### src/rtl/kypd_pkg.sv
// -----------------------------------------------------------------------------
// kypd_pkg
// Shared types and constants for the 4x4 keypad scan reader:
//   - frame_res_e  : per-frame scan result (NONE / KEY / MULTI)
//   - kypd_state_e : debounce FSM state (IDLE / PRESSED)
//   - KEY_MAP      : 16-nibble key map indexed by {col,row}
//   - COL_RESET    : column drive pattern after reset (column 0 low)
// Helper functions: key_lookup, count_low, first_low.
// -----------------------------------------------------------------------------
package kypd_pkg;

    typedef enum logic [1:0] {
        RES_NONE  = 2'd0,
        RES_KEY   = 2'd1,
        RES_MULTI = 2'd2
    } frame_res_e;

    typedef enum logic {
        ST_IDLE    = 1'b0,
        ST_PRESSED = 1'b1
    } kypd_state_e;

    localparam logic [3:0] COL_RESET = 4'b1110;

    // Nibble n holds the key at {col,row} = n; nibble 0 is column 0 / row 0.
    localparam logic [63:0] KEY_MAP = {
        4'hD, 4'hC, 4'hB, 4'hA,   // column 3, rows 3..0
        4'hE, 4'h9, 4'h6, 4'h3,   // column 2
        4'hF, 4'h8, 4'h5, 4'h2,   // column 1
        4'h0, 4'h7, 4'h4, 4'h1    // column 0
    };

    function automatic logic [3:0] key_lookup(input logic [1:0] c, input logic [1:0] r);
        return KEY_MAP[{c, r, 2'b00} +: 4];
    endfunction

    // Number of active-low rows asserted in one column sample.
    function automatic logic [2:0] count_low(input logic [3:0] rows);
        logic [2:0] n;
        n = 3'd0;
        for (int i = 0; i < 4; i++) begin
            if (!rows[i]) begin
                n = n + 3'd1;
            end else begin
                n = n;
            end
        end
        return n;
    endfunction

    // Index of the lowest-numbered asserted row (only meaningful when one is low).
    function automatic logic [1:0] first_low(input logic [3:0] rows);
        logic [1:0] idx;
        idx = 2'd0;
        for (int i = 3; i >= 0; i--) begin
            if (!rows[i]) begin
                idx = 2'(i);
            end else begin
                idx = idx;
            end
        end
        return idx;
    endfunction

endpackage

### src/rtl/kypd_col_scan.sv
// -----------------------------------------------------------------------------
// kypd_col_scan
// Column scan timebase: prescaler over SCAN_DIV cycles per column slot and a
// 2-bit column counter driving a one-hot active-low column pattern.
// Ports:
//   clk, rst_n         clock, async active-low reset
//   col_o[3:0]         registered column drive (~(1<<index))
//   col_idx_o[1:0]     current column index
//   sample_strobe_o    last cycle of a column slot (sample rows now)
//   frame_end_o        last cycle of the column-3 slot
// -----------------------------------------------------------------------------
module kypd_col_scan
    import kypd_pkg::*;
#(
    parameter int SCAN_DIV = 100000
) (
    input  logic       clk,
    input  logic       rst_n,
    output logic [3:0] col_o,
    output logic [1:0] col_idx_o,
    output logic       sample_strobe_o,
    output logic       frame_end_o
);

    localparam int PW = $clog2(SCAN_DIV);
    localparam logic [PW-1:0] PRESC_MAX = PW'(SCAN_DIV - 1);

    if (SCAN_DIV < 4) begin : g_bad_div
        $error("SCAN_DIV must be at least 4");
    end

    logic [PW-1:0] presc_q, presc_d;
    logic [1:0]    idx_q, idx_d;
    logic [3:0]    col_q, col_d;
    logic          slot_end_s;

    // Prescaler wrap and column advance; col_d is decoded from the next index so
    // the drive pattern changes in the same cycle the index does.
    always_comb begin
        slot_end_s = (presc_q == PRESC_MAX);
        if (slot_end_s) begin
            presc_d = '0;
            idx_d   = idx_q + 2'd1;
        end else begin
            presc_d = presc_q + PW'(1);
            idx_d   = idx_q;
        end
        col_d = ~(4'b0001 << idx_d);
    end

    // Scan counter registers.
    always_ff @(posedge clk or negedge rst_n) begin
        if (!rst_n) begin
            presc_q <= '0;
            idx_q   <= 2'd0;
            col_q   <= COL_RESET;
        end else begin
            presc_q <= presc_d;
            idx_q   <= idx_d;
            col_q   <= col_d;
        end
    end

    assign col_o           = col_q;
    assign col_idx_o       = idx_q;
    assign sample_strobe_o = slot_end_s;
    assign frame_end_o     = slot_end_s && (idx_q == 2'd3);

endmodule

### src/rtl/kypd_scan_reader.sv
// -----------------------------------------------------------------------------
// kypd_scan_reader
// 4x4 Pmod keypad reader: scans columns, samples synchronized rows, classifies
// each 4-slot frame as NONE/KEY/MULTI and debounces over whole frames.
// Ports:
//   clk, rst_n      clock, async active-low reset
//   row[3:0]        keypad rows, active-low
//   col[3:0]        column drive, one-hot active-low
//   key_code[3:0]   hex code of the accepted key (held after release)
//   key_valid       one-cycle pulse on an accepted press
//   key_down        an accepted key is currently held
// Optional: define KYPD_REPEAT_EN for auto-repeat every REPEAT_FRAMES frames.
// -----------------------------------------------------------------------------
module kypd_scan_reader
    import kypd_pkg::*;
#(
    parameter int SCAN_DIV        = 100000,
    parameter int DEBOUNCE_FRAMES = 4,
    parameter int REPEAT_FRAMES   = 50
) (
    input  logic       clk,
    input  logic       rst_n,
    input  logic [3:0] row,
    output logic [3:0] col,
    output logic [3:0] key_code,
    output logic       key_valid,
    output logic       key_down
);

    localparam int CW = $clog2(DEBOUNCE_FRAMES + 1);
    localparam logic [CW-1:0] DEB_MAX = CW'(DEBOUNCE_FRAMES);

    if (DEBOUNCE_FRAMES < 1) begin : g_bad_deb
        $error("DEBOUNCE_FRAMES must be at least 1");
    end
    if (REPEAT_FRAMES < 1) begin : g_bad_rep
        $error("REPEAT_FRAMES must be at least 1");
    end

    logic [1:0] col_idx_s;
    logic       sample_s;
    logic       frame_end_s;

    kypd_col_scan #(.SCAN_DIV(SCAN_DIV)) u_col_scan (
        .clk             (clk),
        .rst_n           (rst_n),
        .col_o           (col),
        .col_idx_o       (col_idx_s),
        .sample_strobe_o (sample_s),
        .frame_end_o     (frame_end_s)
    );

    // Two-flop row synchronizer; resets to "no key" (all high).
    logic [3:0] row_s1_q, row_s2_q;
    always_ff @(posedge clk or negedge rst_n) begin
        if (!rst_n) begin
            row_s1_q <= 4'hF;
            row_s2_q <= 4'hF;
        end else begin
            row_s1_q <= row;
            row_s2_q <= row_s1_q;
        end
    end

    // Frame accumulator: saturating switch count (0,1,2+) and the code of the
    // first closed switch seen in the frame.
    logic [1:0]  acc_cnt_q, acc_cnt_d;
    logic [3:0]  acc_code_q, acc_code_d;
    logic [2:0]  slot_lows_s;
    logic [2:0]  total_s;
    logic [1:0]  total_sat_s;
    logic [3:0]  frame_code_s;
    frame_res_e  frame_res_s;

    // Fold the current column sample into the frame tally and classify at frame end.
    always_comb begin
        slot_lows_s  = count_low(row_s2_q);
        total_s      = {1'b0, acc_cnt_q} + slot_lows_s;
        total_sat_s  = (total_s >= 3'd2) ? 2'd2 : total_s[1:0];
        frame_code_s = (acc_cnt_q == 2'd0) ? key_lookup(col_idx_s, first_low(row_s2_q))
                                           : acc_code_q;
        case (total_sat_s)
            2'd0:    frame_res_s = RES_NONE;
            2'd1:    frame_res_s = RES_KEY;
            default: frame_res_s = RES_MULTI;
        endcase
        if (sample_s) begin
            acc_cnt_d  = frame_end_s ? 2'd0 : total_sat_s;
            acc_code_d = frame_end_s ? 4'h0 : frame_code_s;
        end else begin
            acc_cnt_d  = acc_cnt_q;
            acc_code_d = acc_code_q;
        end
    end

    // Frame accumulator registers.
    always_ff @(posedge clk or negedge rst_n) begin
        if (!rst_n) begin
            acc_cnt_q  <= 2'd0;
            acc_code_q <= 4'h0;
        end else begin
            acc_cnt_q  <= acc_cnt_d;
            acc_code_q <= acc_code_d;
        end
    end

    kypd_state_e state_q, state_d;
    logic [3:0]  cand_q, cand_d;
    logic        cand_vld_q, cand_vld_d;
    logic [CW-1:0] cnt_q, cnt_d, cnt_inc_s;
    logic [3:0]  key_code_q, key_code_d;
    logic        key_valid_q, key_valid_d;
    logic        key_down_q, key_down_d;
    logic        held_match_s;

`ifdef KYPD_REPEAT_EN
    localparam int RW = $clog2(REPEAT_FRAMES + 1);
    localparam logic [RW-1:0] REP_MAX = RW'(REPEAT_FRAMES);
    logic [RW-1:0] rep_q, rep_d;
`endif

    // Debounce FSM, stepped once per frame end. cnt_q is the press count in
    // IDLE and the release count in PRESSED.
    always_comb begin
        state_d      = state_q;
        cand_d       = cand_q;
        cand_vld_d   = cand_vld_q;
        cnt_d        = cnt_q;
        key_code_d   = key_code_q;
        key_valid_d  = 1'b0;
        key_down_d   = key_down_q;
`ifdef KYPD_REPEAT_EN
        rep_d        = rep_q;
`endif
        held_match_s = (frame_res_s == RES_KEY) && (frame_code_s == key_code_q);
        if (state_q == ST_IDLE && cand_vld_q && frame_code_s == cand_q) begin
            cnt_inc_s = cnt_q + CW'(1);
        end else if (state_q == ST_IDLE) begin
            cnt_inc_s = CW'(1);
        end else begin
            cnt_inc_s = cnt_q + CW'(1);
        end

        if (frame_end_s) begin
            case (state_q)
                ST_IDLE: begin
                    if (frame_res_s == RES_KEY) begin
                        if (cnt_inc_s == DEB_MAX) begin
                            state_d     = ST_PRESSED;
                            key_code_d  = frame_code_s;
                            key_valid_d = 1'b1;
                            key_down_d  = 1'b1;
                            cnt_d       = '0;
                            cand_d      = 4'h0;
                            cand_vld_d  = 1'b0;
`ifdef KYPD_REPEAT_EN
                            rep_d       = '0;
`endif
                        end else begin
                            cnt_d      = cnt_inc_s;
                            cand_d     = frame_code_s;
                            cand_vld_d = 1'b1;
                        end
                    end else begin
                        cnt_d      = '0;
                        cand_d     = 4'h0;
                        cand_vld_d = 1'b0;
                    end
                end
                ST_PRESSED: begin
                    if (held_match_s) begin
                        cnt_d = '0;
`ifdef KYPD_REPEAT_EN
                        if (rep_q + RW'(1) == REP_MAX) begin
                            key_valid_d = 1'b1;
                            rep_d       = '0;
                        end else begin
                            rep_d = rep_q + RW'(1);
                        end
`endif
                    end else if (cnt_inc_s == DEB_MAX) begin
                        state_d    = ST_IDLE;
                        key_down_d = 1'b0;
                        cnt_d      = '0;
`ifdef KYPD_REPEAT_EN
                        rep_d      = '0;
`endif
                    end else begin
                        cnt_d = cnt_inc_s;
                    end
                end
                default: begin
                    state_d    = ST_IDLE;
                    cnt_d      = '0;
                    cand_vld_d = 1'b0;
                    key_down_d = 1'b0;
                end
            endcase
        end else begin
            state_d = state_q;
        end
    end

    // FSM and output registers.
    always_ff @(posedge clk or negedge rst_n) begin
        if (!rst_n) begin
            state_q     <= ST_IDLE;
            cand_q      <= 4'h0;
            cand_vld_q  <= 1'b0;
            cnt_q       <= '0;
            key_code_q  <= 4'h0;
            key_valid_q <= 1'b0;
            key_down_q  <= 1'b0;
`ifdef KYPD_REPEAT_EN
            rep_q       <= '0;
`endif
        end else begin
            state_q     <= state_d;
            cand_q      <= cand_d;
            cand_vld_q  <= cand_vld_d;
            cnt_q       <= cnt_d;
            key_code_q  <= key_code_d;
            key_valid_q <= key_valid_d;
            key_down_q  <= key_down_d;
`ifdef KYPD_REPEAT_EN
            rep_q       <= rep_d;
`endif
        end
    end

    assign key_code  = key_code_q;
    assign key_valid = key_valid_q;
    assign key_down  = key_down_q;

endmodule

### config.mk
export PLATFORM = sky130hd
export DESIGN_NAME = kypd_scan_reader
export DESIGN_NICKNAME = d
export VERILOG_FILES = /design/src/rtl/kypd_pkg.sv /design/src/rtl/kypd_col_scan.sv /design/src/rtl/kypd_scan_reader.sv
export SDC_FILE = /design/constraint.sdc
export NUM_CORES = 1
export LEC_CHECK = 0
export ABC_CLOCK_PERIOD_IN_PS = 5000
export BUFFER_PORTS_ARGS = -buffer_cell sky130_fd_sc_hd__buf_2
export CAP_MARGIN = 25
export CORE_ASPECT_RATIO = 1.2
export CORE_MARGIN = 1
export CORE_UTILIZATION = 30
export DETAILED_ROUTE_END_ITERATION = 10
export HOLD_SLACK_MARGIN = 0.08
export PLACE_DENSITY_LB_ADDON = 0.3
export SETUP_SLACK_MARGIN = 0.3
export SYNTH_ARGS = -nofsm -noshare
export SYNTH_HDL_FRONTEND = slang
export SYNTH_SLANG_ARGS = --single-unit
### constraint.sdc
create_clock -name clk -period 5 [get_ports clk]
set_clock_uncertainty 0.05 [all_clocks]
set_input_delay 0.25 -clock clk [delete_from_list [all_inputs] [get_ports clk]]
set_output_delay 0.25 -clock clk [all_outputs]
set_load 0.05 [all_outputs]
# Word-level counts from Yosys, hierarchy flattened

Cells that the tools add are included.

Register bits: 52
Input bits: 6
Output and inout bits: 10
Word-level logic and storage cells: 82

Add/subtract/negate cells: 7
$lt $le $gt $ge: 1
Equal/unequal tests: 11
Shift operators: 2
Multiplexer cells: 36
Bitwise logic cells: 2
Reduce and logical (&&, ||, !) cells: 9

Operators with widths:

| kind                                                                         | number |
|---|---|
| 64-bit by 7-bit variable part select with 4-bit output, first input constant | 1 |
| 3-bit 2-to-1 mux                                                             | 8 |
| 17-bit by 1-bit adder with 17-bit output, second input constant              | 1 |
| 17-bit == test, second input constant                                        | 1 |
| 17-bit 2-to-1 mux                                                            | 1 |
| 4-bit 2-to-1 mux                                                             | 4 |
| 2-bit 2-to-1 mux                                                             | 7 |
| 3-bit by 1-bit adder with 3-bit output, second input constant                | 4 |
| 1-bit 2-to-1 mux                                                             | 12 |
| 4-bit == test                                                                | 2 |
| 3-bit one-hot mux with 2 select lines                                        | 1 |
| 5-bit AND reduction                                                          | 1 |
| 2-bit by 1-bit == test with 1-bit output, second input constant              | 2 |
| 1-bit logical AND                                                            | 4 |
| 2-bit logical NOT                                                            | 2 |
| 2-bit by 1-bit != test with 1-bit output, second input constant              | 2 |
| 2-bit != test, second input constant                                         | 2 |
| 4-bit NOT                                                                    | 1 |
| 1-bit one-hot mux with 2 select lines                                        | 2 |
| 2-bit one-hot mux with 2 select lines                                        | 1 |
| 4-bit AND reduction                                                          | 1 |
| 1-bit by 2-bit << shifter with 4-bit output, first input constant            | 1 |
| 2-bit by 3-bit adder with 3-bit output                                       | 1 |
| 3-bit == test, second input constant                                         | 1 |
| 5 further kinds                                                              | 5 |

# Logic depth before layout (Yosys ltp)

Depth after elaboration: 16
Depth in mapped cells: 14
Gate-level depth less buffers: 14

# Hierarchy

From an unflattened synthesis, not the netlist that was laid out.

Cells, all modules: 269
Area total of the unflattened synthesis: 2851.5 um^2

Modules (own cells, without submodules):

| module           | instances | cells an instance | area each (um^2) | sequential area each (um^2) |
|---|---|---|---|---|
| kypd_scan_reader | 1         | 171               | 1762.9           | 735.7 |
| kypd_col_scan    | 1         | 98                | 1088.5           | 579.3 |

# Worst setup path before layout

OpenSTA, ideal clock, no wires.

Kind: register to register
Start: reg row_s2_q[0]
End: reg cnt_q[1]
Setup time: 0.122 ns
Arrival: 3.361 ns
Required time: 4.828 ns
Path slack: 1.468 ns
Stages on the path, launching flop included: 13
Buffers on the path: 0
Period minus slack after synthesis: 3.532 ns
Cells stage by stage: dfstp_2 > inv_1 > ha_1 > xnor2_1 > ha_1 > mux2_2 > fa_1 > xnor2_1 > xnor2_1 > nor3b_1 > o2111ai_1 > o311a_1 > a32o_1

Longest elaborated chain between the ends: 16
Elaborated cells between the ends (all ways): 27
Those cells by class: 4 x add/sub; 1 x order compare; 5 x eq/ne; 1 x shift; 13 x mux; 3 x reduce/logical

RTL lines:

| element                                                                              | RTL line                                         | source |
|---|---|---|
| from (decl)                                                                          | kypd_scan_reader.sv:54                           | `logic [3:0] row_s1_q, row_s2_q;` |
| from (signal assigned)                                                               | kypd_scan_reader.sv:61                           | `row_s2_q <= row_s1_q;` |
| 1-bit 2-to-1 mux                                                                     | kypd_pkg.sv:42                                   | `if (!rows[i]) begin` |
| 3-bit by 1-bit adder with 3-bit output                                               | kypd_pkg.sv:43                                   | `n = n + 3'd1;` |
| 3-bit 2-to-1 mux                                                                     | kypd_pkg.sv:42                                   |  |
| 3-bit by 1-bit adder with 3-bit output                                               | kypd_pkg.sv:43                                   |  |
| 3-bit 2-to-1 mux                                                                     | kypd_pkg.sv:42                                   |  |
| 3-bit by 1-bit adder with 3-bit output                                               | kypd_pkg.sv:43                                   |  |
| 3-bit 2-to-1 mux                                                                     | kypd_pkg.sv:42                                   |  |
| 2-bit by 3-bit adder with 3-bit output                                               | kypd_scan_reader.sv:78                           | `total_s = {1'b0, acc_cnt_q} + slot_lows_s;` |
| 3-bit by 2-bit greater-or-equal comparator with 1-bit output                         | kypd_scan_reader.sv:79                           | `total_sat_s = (total_s >= 3'd2) ? 2'd2 : total_s[1:0];` |
| 2-bit 2-to-1 mux                                                                     | kypd_scan_reader.sv:79                           |  |
| 2-bit by 1-bit == test with 1-bit output / 2-bit logical NOT (equally long branches) | kypd_scan_reader.sv:82                           | `case (total_sat_s)` |
| 2-bit one-hot mux with 2 select lines                                                | kypd_scan_reader.sv:82                           |  |
| 2-bit by 1-bit == test with 1-bit output                                             | kypd_scan_reader.sv:135, kypd_scan_reader.sv:147 |  |
| 1-bit logical AND                                                                    | kypd_scan_reader.sv:135                          | `held_match_s = (frame_res_s == RES_KEY) && (frame_code_s == key_code_q);` |
| 3-bit 2-to-1 mux                                                                     | kypd_scan_reader.sv:171                          | `if (held_match_s) begin` |
| 3-bit one-hot mux with 2 select lines (*)                                            | kypd_scan_reader.sv:145                          | `case (state_q)` |
| to (signal assigned)                                                                 | kypd_scan_reader.sv:221                          | `cnt_q <= cnt_d;` |
| to (decl)                                                                            | kypd_scan_reader.sv:110                          | `logic [CW-1:0] cnt_q, cnt_d, cnt_inc_s;` |

Mark *: on every way between the ends. The rest lies on a longest branch, timed or not.
A chain may end at the register's enable or synchronous reset.

# Worst setup path in the final report

Ends and elaborated chain as after synthesis.

==> summary.txt <==
Finish
  – Register Area: about 1300 um2
  – N_diodes: 0
  – Commonest non-fill, non-tap cell in the layout: dfrtp_1
  – Final Util: 0.351
  – Nets@finish: about 290
  – Area of the multi-input gates: roughly 1300 um2
  – Area Growth Syn to Fin: 13.0%
  – Share of layout cells above drive strength 1: 0.167
  – Most frequent cells in the layout: 41 x dfrtp_1, 28 x nand2_1, 19 x xnor2_1
  – Fill count: 897

Global route
  – Met1 Track Usage GR: 0.159
  – Antenna violations before repair: 0
  – Met2 Use GR: 0.204
  – First-pass GRT wire length: ~9000 um
  – Busiest layer in global routing: met2
  – Overflow after GRT: 0
  – Pin count of the biggest net entering global routing: between 50 and 60
  – All-Layer GR Usage: 0.123
  – Vias in the first global route: ~1900
  – Global Route met3 Usage: 0.0188

Power
  – PwrDens: about 240 nW/um2
  – NetSw: 0.173 mW
  – Clk pwr share: 0.341
  – Comb power frac: 0.074
  – P_leak: 1.36 nW
  – Total power: between 0.7 and 0.8 mW
  – Sw frac: 0.235
  – Internal power: 0.562 mW
  – Peak supply drop: approximately 0.12 mV
  – Reg power frac: 0.585

Critical path
  – Max stage delay cell, worst path: dfstp_2
  – WP buf/inv: 1
  – CP Class: reg -> reg
  – Worst path cell trace: inv_1, ha_1, xnor2_1, ha_1, mux2_2, fa_1, xnor2_1, xnor2_1, nor3b_1, o2111ai_1, o311a_1, a32o_1
  – Dominant cell type by count on the critical path: xnor2_1
  – Setup crit end kind: flip-flop
  – WP data arrival: 3.88 ns
  – Critical Path Start Type: flip-flop
  – Top delay family on crit path: adder cells
  – Data required time of the worst path: slightly above 5 ns
  – Crit-path max cell delay: around 0.6 ns
  – Crit-path max FO: 8

CTS
  – Root Driver: clkbuf_8
  – Setup Buffers After CTS: 0
  – CTS tree: done
  – TritonCTS Sinks: between 50 and 60
  – CTS H-tree lvls: 2
  – Num CTS Buffers: 5
  – Max Buffers Root-to-Sink: 2
  – Skew-Pair Late Insertion Delay: just over 0.3 ns
  – CTS clk-pin slew, worst paths: approximately 0.10 ns

Floorplanning
  – Ports: 16
  – Initial Util: 0.311
  – # rows: 37
  – Die H: about 110 um
  – CORE AREA: between 8000 and 9000 um2
  – Die ar.: between 9000 and 10000 um2
  – Die X: a little under 90 um

STA
  – Achievable frequency: about 270 MHz
  – Sum Neg Setup Slack: 0 ns
  – Worst slew pin tran: between 0.6 and 0.7 ns
  – Relative slew slack: 0.566
  – Max-slew violations: 0
  – RSZ-0062 raised after global routing: no
  – Minimum clock period: roughly 3.7 ns
  – Final worst slack: around 1.3 ns
  – Tcrit/Tclk final: 0.744
  – Setup violators final: 0
  – Final hold viol count: 0

Place
  – DP HPWL: about 3600 um
  – Pre-CTS setup slack: 1.28 ns
  – PortBufs: 15
  – GP Congestion: between 0.7 and 0.8

Outcome
  – Status: finished clean

Min path
  – Hold crit path type: reg -> reg

Route
  – DRC: 0
  – First-pass detailed-route iteration total: 4
  – Initial DRC Count: 102
  – Vias per cell: 4.81
  – Antenna Nets Post-Route: 0
  – Vias post-DR: 1892
  – Drt wl/cell: around 13 um
  – Final wirelength: ~5000 um

Logic synthesis
  – Syn. warnings: 0
  – Mapped Nets: approximately 270
  – Post-synth top flop: dfrtp_1
  – Synthesized area: between 2000 and 3000 um2
  – Syn Area/Cell: between 10 and 15 um2
  – Fraction of registers with async set/reset: 1.00
  – Post-Syn Instances: about 250
  – Post-synth EDFFs: 0
  – Seq/Total Area, Yosys: 0.489
  – Yosys cell types: 48
  – #FFs+latches synth: 52

Job
  – Max Cap Violations: 0
[flip-flops by register name, indices dropped and copies added (netlist names)]
name and flops:
cnt_q 3, cand_vld_q 1, key_down 1, u_col_scan.col_o 4, acc_cnt_q 2, u_col_scan.presc_q 17, key_code 4, state_q 1
key_valid 1, cand_q 4, u_col_scan.col_idx_o 2, acc_code_q 4, row_s1_q 4, row_s2_q 4
[worst paths after layout]
path | startpoint | end | slack [ns] | cells past startpoint
min | row_s1_q[2] | row_s2_q[2] | 0.31 | 0
max in group asynchronous | rst_n | u_col_scan.presc_q[13] | 3.92 | 3
max reg2reg | row_s2_q[0] | cnt_q[1] | 1.28 | 12
min reg2reg | row_s1_q[2] | row_s2_q[2] | 0.31 | 0
max | row_s2_q[0] | cnt_q[1] | 1.28 | 12
min in group asynchronous | rst_n | key_code[0] | 0.52 | 3
[area by class of cell]
cell class | instances | share of cell area
clock inverters | 1 | 0.00247
well taps | 117 | 0.0481
flip-flops and latches | 52 | 0.433
repair buffers | 22 | 0.0461
multi-input cells | 184 | 0.430
clock buffers | 7 | 0.0284
inverters | 10 | 0.0123
[synthesized netlist by cell type, types with 2 or more instances]
library cell | number | share of area
a21oi_1 | 3 | 0.0056
a22o_1 | 4 | 0.013
a31oi_1 | 2 | 0.0047
a32o_1 | 5 | 0.019
and2_1 | 6 | 0.014
and3_1 | 6 | 0.014
and4_1 | 3 | 0.0098
buf_2 | 3 | 0.0056
clkbuf_1 | 4 | 0.0056
dfrtp_1 | 41 | 0.38
dfstp_2 | 11 | 0.11
ha_1 | 9 | 0.042
inv_1 | 10 | 0.014
mux2_1 | 4 | 0.017
mux2i_1 | 4 | 0.015
nand2_1 | 28 | 0.039
nand2b_1 | 3 | 0.0070
nand3_1 | 13 | 0.024
nand3b_1 | 2 | 0.0056
nand4_1 | 3 | 0.0070
nor2_1 | 13 | 0.018
nor2b_1 | 5 | 0.012
nor3_1 | 4 | 0.0074
nor3b_1 | 3 | 0.0084
o2111ai_1 | 2 | 0.0065
o21ai_0 | 8 | 0.015
o21ai_1 | 2 | 0.0037
o31ai_1 | 4 | 0.011
or2_2 | 2 | 0.0047
xnor2_1 | 19 | 0.062
xor2_1 | 10 | 0.033
[power by group through the flow]
stage	clock [mW]	combinational [mW]	sequential, mW
floorplan	0	0.0336	0.437
global placement	0	0.0520	0.438
detailed placement	0	0.0525	0.438
CTS	0.263	0.0557	0.430
global route	0.280	0.0634	0.431
finish	0.250	0.0543	0.430
[through the flow]
stage	instance area, um2	hold slack (ns)	cells
4_1_cts	3040	0.312	393
3_5_place_dp	2900	0.297	380
6_report	3040	0.310	393
3_3_place_gp	2900	0.297	380
5_1_grt	3040	0.315	393
2_1_floorplan	2690	-0.0956	253
[timing repair]
item | CTS | global route
hold buffers | 5 | 0
resized for setup | 0 | 0
setup endpoints to repair | 0 | 0
endpoints found under the hold margin | 45 | 0
[layer usage]
| metal | up-vias | part of all wire |
|---|---|---|
| li1 | 927 | - |
| met1 | 934 | 0.47 |
| met2 | 25 | 0.49 |
| met3 | 6 | 0.021 |
| met4 | 0 | 0.018 |
| met5 | - | 0 |
[kinds of logic (layout without fill, tap and decap cells)]
group                      Yosys count  count (layout)  synth area share
and+or+nand+nor                     99              99             0.198
DFF                                 52              52             0.489
AOI/OAI and AO/OA                   37              37             0.109
xor gates and xnor gates            29              29            0.0944
buffers and inverters               17              40            0.0251
adders and majority gates           10              10            0.0493
muxes                                9               9            0.0358
Note: power is estimated with default switching activity, not from simulation.
